**src/rtl/lab3_bit_serializer_pkg.sv**
```systemverilog
// Shared definitions for the Lab3 bit serializer: FSM state encoding and
// the default idle level of the serial line. The recognizer bench uses the same idle level.
package lab3_bit_serializer_pkg;

  typedef enum logic {
    S_IDLE  = 1'b0,
    S_SHIFT = 1'b1
  } serState_t;

  localparam logic DEFAULT_IDLE_LEVEL = 1'b0;

endpackage

```
**src/rtl/lab3_bit_serializer.sv**
```systemverilog
// Parallel-to-serial front end for the Lab3 sequence recognizer.
// Takes a WIDTH-bit word over a valid/ready handshake and shifts it out one
// bit per clock on x_out. Back-to-back words are supported with no idle bubble.
// All serial outputs are registered. The outputs are computed from the next-state
// values, so each bit appears in the cycle right after its edge.
module lab3_bit_serializer
  import lab3_bit_serializer_pkg::*;
#(
  parameter int   WIDTH      = 8,
  parameter bit   MSB_FIRST  = 1'b1,
  parameter logic IDLE_LEVEL = DEFAULT_IDLE_LEVEL
) (
  input  logic             clock,
  input  logic             reset,
  input  logic             load_valid,
  output logic             load_ready,
  input  logic [WIDTH-1:0] load_data,
  output logic             x_out,
  output logic             x_valid,
  output logic             done
);

  localparam int CW = $clog2(WIDTH);
  localparam logic [CW-1:0] CNT_LAST = CW'(WIDTH - 1);

  serState_t        r_state;
  logic [WIDTH-1:0] r_sreg;
  logic [CW-1:0]    r_cnt;
  logic             r_xOut;
  logic             r_xValid;
  logic             r_done;

  serState_t        w_nextState;
  logic [WIDTH-1:0] w_nextSreg;
  logic [CW-1:0]    w_nextCnt;
  logic             w_nextHead;
  logic             w_accept;

  // Ready depends only on registered state. It is high when idle, or while the final bit of the current word is on the line.
  assign load_ready = (r_state == S_IDLE) || ((r_state == S_SHIFT) && (r_cnt == '0));
  assign w_accept   = load_valid && load_ready;

  // Next-state logic: a new word loads on accept; otherwise the word shifts toward the head. The counter stops at zero.
  always_comb begin
    w_nextState = r_state;
    w_nextSreg  = r_sreg;
    w_nextCnt   = r_cnt;
    if (w_accept) begin
      w_nextState = S_SHIFT;
      w_nextSreg  = load_data;
      w_nextCnt   = CNT_LAST;
    end else if (r_state == S_SHIFT) begin
      w_nextSreg = MSB_FIRST ? {r_sreg[WIDTH-2:0], 1'b0} : {1'b0, r_sreg[WIDTH-1:1]};
      if (r_cnt == '0) begin
        w_nextState = S_IDLE;
      end else begin
        w_nextCnt = r_cnt - 1'b1;
      end
    end
    w_nextHead = MSB_FIRST ? w_nextSreg[WIDTH-1] : w_nextSreg[0];
  end

  // FSM, shift register, counter and registered serial outputs. Synchronous reset aborts any word in flight.
  always_ff @(posedge clock) begin
    if (reset) begin
      r_state  <= S_IDLE;
      r_sreg   <= '0;
      r_cnt    <= '0;
      r_xOut   <= IDLE_LEVEL;
      r_xValid <= 1'b0;
      r_done   <= 1'b0;
    end else begin
      r_state  <= w_nextState;
      r_sreg   <= w_nextSreg;
      r_cnt    <= w_nextCnt;
      r_xOut   <= (w_nextState == S_SHIFT) ? w_nextHead : IDLE_LEVEL;
      r_xValid <= (w_nextState == S_SHIFT);
      r_done   <= (w_nextState == S_SHIFT) && (w_nextCnt == '0);
    end
  end

  assign x_out   = r_xOut;
  assign x_valid = r_xValid;
  assign done    = r_done;

endmodule
```
**config.mk**
```make
export PLATFORM = sky130hd
export DESIGN_NAME = lab3_bit_serializer
export DESIGN_NICKNAME = d
export VERILOG_FILES = /design/src/rtl/lab3_bit_serializer_pkg.sv /design/src/rtl/lab3_bit_serializer.sv
export SDC_FILE = /design/constraint.sdc
export NUM_CORES = 1
export LEC_CHECK = 0
export ABC_AREA = 1
export CELL_PAD_IN_SITES_DETAIL_PLACEMENT = 0
export CELL_PAD_IN_SITES_GLOBAL_PLACEMENT = 1
export CORE_MARGIN = 2
export CORE_UTILIZATION = 33
export DETAILED_ROUTE_END_ITERATION = 6
export GPL_TIMING_DRIVEN = 0
export PLACE_DENSITY_LB_ADDON = 0.1
export REMOVE_ABC_BUFFERS = 1
export SYNTH_ARGS = -nofsm -noshare
export SYNTH_HDL_FRONTEND = slang
export SYNTH_SLANG_ARGS = --single-unit
```
**constraint.sdc**
```tcl
create_clock -name clock -period 3.45 [get_ports clock]
set_input_delay 0.5175 -clock clock [delete_from_list [all_inputs] [get_ports clock]]
set_output_delay 0.5175 -clock clock [all_outputs]
set_load 0.02 [all_outputs]
```
==> results of run 1 <==
==> critical path, cell delays in order (launching register included) <==
cell	delay, ns
dfxtp_1	0.34
inv_1	0.06
ha_1	0.21
ha_1	0.18
inv_1	0.08
nand2_2	0.17
clkdlybuf4s50_1	0.61
==> area by class of cell <==
| class | instances | share of cell area, % |
|---|---|---|
| sequential | 14 | 30.6 |
| inverter | 22 | 9.00 |
| multi-input combinational | 67 | 37.5 |
| clock buffer | 4 | 3.96 |
| timing repair buffer | 14 | 15.3 |
| tap | 27 | 3.68 |
==> layer usage <==
metal | part of all wire [%] | track usage, % | vias to the layer above
met4 | 2.2 | 8.11 | 0
li1 | - | - | 348
met5 | 0 | 0 | -
met2 | 42 | 18.2 | 23
met1 | 48 | 17.6 | 265
met3 | 7.0 | 2.63 | 4
==> power groups by stage <==
stage / clock network [mW] / logic (mW) / registers [mW]
4_1_cts: 0.125 / 0.0797 / 0.182
3_5_place_dp: 0 / 0.0794 / 0.186
5_1_grt: 0.135 / 0.0894 / 0.183
6_report: 0.122 / 0.0782 / 0.182
2_1_floorplan: 0 / 0.0470 / 0.186
3_3_place_gp: 0 / 0.0778 / 0.185
==> placed cells by master (no fill, tap or decap), drive strengths merged <==
| cell type | synthesis | routed |
|---|---|---|
| ha | 3 | 3 |
| clkbuf | 0 | 4 |
| clkdlybuf4s50 | 0 | 14 |
| o21ai | 2 | 2 |
| clkinv | 6 | 6 |
| nand3 | 14 | 14 |
| dfxtp | 14 | 14 |
| nand2 | 39 | 39 |
| inv | 16 | 16 |
| a21oi | 5 | 5 |
| nor2 | 4 | 4 |
==> logic make-up (layout without fill, tap and decap cells) <==
kind of cell               count (synthesis)  after routing
AOI/OAI and AO/OA                          7              7
and+or+nand+nor                           57             57
adders and majority gates                  3              3
DFF                                       14             14
buffers and inverters                     24             40
==> per-stage QoR <==
stage / util, % / total power [mW] / setup WS [ns] / hold slack (ns) / std cells
2_1_floorplan: - / 0.233 / 1.98 / 0.449 / 103
3_3_place_gp: 43.6 / 0.263 / 1.33 / 0.470 / 144
3_5_place_dp: 43.6 / 0.265 / 1.33 / 0.471 / 144
4_1_cts: 45.4 / 0.386 / 1.00 / 0.484 / 148
5_1_grt: 45.4 / 0.407 / 0.857 / 0.517 / 148
6_report: 45.4 / 0.382 / 1.01 / 0.484 / 148
==> path summary, 6_finish.rpt <==
kind                          start                     end  slack (ns)  cells after the start
max reg2reg     r_cnt[0]$_SDFF_PP0_    r_sreg[7]$_SDFF_PP0_        1.92                      9
max             r_cnt[0]$_SDFF_PP0_              load_ready        1.01                      6
min          r_sreg[0]$_SDFFE_PP0P_  r_sreg[0]$_SDFFE_PP0P_        0.48                      2
min reg2reg  r_sreg[0]$_SDFFE_PP0P_  r_sreg[0]$_SDFFE_PP0P_        0.48                      2
==> sequential cells by signal (all words and copies together), names as in the netlist <==
| signal | flops |
|---|---|
| x_out | 1 |
| r_cnt | 3 |
| r_sreg | 8 |
| x_valid | 1 |
| done | 1 |
==> cells in the mapped netlist <==
master,n
nand2_2,4
nand2_4,1
o21ai_2,1
nor2_4,1
nand2_1,34
o21ai_1,1
ha_1,3
buf_4,1
dfxtp_1,14
inv_2,4
inv_1,12
buf_6,1
nand3_1,14
clkinv_1,6
nor2_1,3
a21oi_1,2
a21oi_2,3
==> impl_metrics.toml, run 1 <==
[outcome]
status = "finished, final reports clean"

[routing]
routed_wl_mm = 1.39
ant_nets = 0
num_vias = 640
via_per_inst = 4.32
first_pass_iters = 4
routedWlPerCell_um = 9.42
post-route-drc-count = 0
first_iter_violations = 12

[place]
place.gp.congestion = 0.756
port_buffers = 14
place_area_um2 = 881
hpwl_mm = 1.04

[clock_tree]
path_clk_slew_ns = 0.09
cts_tree = "done"
cts.sink_count = 14
ctsLongestPathBuffers = 2
post_cts_resize_count = 0
insertion_delay_ns = 0.29
cts_buffers = 3
hold_buffers = 0
root_buffer = "clkbuf_4"
htree_levels = 1
cts_setup_buffers = 0

[pwr]
switching_share_pct = 28.9
pwr-share-comb_pct = 20.5
p_per_area_nw_per_um2 = 416
p_int_uw = 272
clkPwrFrac_pct = 31.9
ir_worst_vdd_mv = 0.191
leakagePower_nw = 0.446
power_frac_seq_pct = 47.6
p_sw_uw = 110

[worst_setup_path]
cp.required_ns = 2.93
crit_path_max_fanout = 10
arrival_ns = 1.92
critPathLaunchType = "flip-flop"
critPathKind = "flip-flop to primary output"
end_kind = "primary output"

[timing]
finClkSkew_ns = 0.00824
hold_viol = 0
rsz0062_at_grt = "no"
drv_slew = 0
worstMarginPinSlew_ns = 0.514
fmax_mhz = 410
relSlewSlack_pct = 65.7
finalSetupTns_ns = 0
finalCritPeriodShare_pct = 70.7
period_needed_ns = 2.44
setup_viol = 0

[yosys]
netlist-cell-type-count = 17
synth_fa_ha_area_share_pct = 5.17
synth_top_family_by_area = "simple AND/OR/NAND/NOR gates"
synth_compound_area_share_pct = 6.90
netlist.area_leader.share_pct = 38.6
syn_area_um2 = 726
muxShareOfSynthArea_pct = 0
synth_top_area_cell = "dfxtp_1"
avgSynthCellArea_um2 = 6.91
synthTopCellsByArea = "dfxtp_1, nand2_1, nand3_1"
synth_warnings = 0
synth-simple-area-share_pct = 35.3
ys_seq_elements = 14
syn_inst = 105
synth_seq_area_share_pct = 38.6
synthXorXnorAreaFrac_pct = 0

[final_layout]
final_nets = 136
syn_to_final_growth_pct = 26.4
diodes = 0
fillers = 229
ff_latch_area_um2 = 280
multi_input_area_um2 = 344
final_area_um2 = 917
drive_gt1_share_pct = 14.9

[global_route]
antenna_found_initial = 0
grt_overflow = 0
grt_max_degree = 13
grt_pass1_vias = 546
grt_pass1_wl_mm = 2.39
track_usage_pct = 12.8

[run]
max_cap_viol_count = 0

[die]
die_h_um = 50.9
num_rows = 16
start_util_pct = 35.9
fp.coreArea_um2 = 2020
pin_count = 15
die_area_um2 = 2590
die_w_um = 50.9

[hold_path]
hold_class = "flip-flop to flip-flop"
(Power assumes the default switching activity.)
==> run 2: changes to the inputs <==
==> constraint.sdc (replaced) <==
create_clock -name clock -period 2.5 [get_ports clock]
set_input_delay 0.375 -clock clock [delete_from_list [all_inputs] [get_ports clock]]
set_output_delay 0.375 -clock clock [all_outputs]
set_load 0.02 [all_outputs]
==> results of run 2 <==
The final DEF is identical to that of run 1. Status: finished, final reports clean.
Main changes from that run: setup slack after placement 1.33 ns -> 0.522 ns; setup slack after layout 1.01 ns -> 0.202 ns; register-to-register setup slack 1.92 ns -> 0.97 ns; total power 0.382 mW -> 0.527 mW; worst IR drop on VDD 0.191 mV -> 0.263 mV
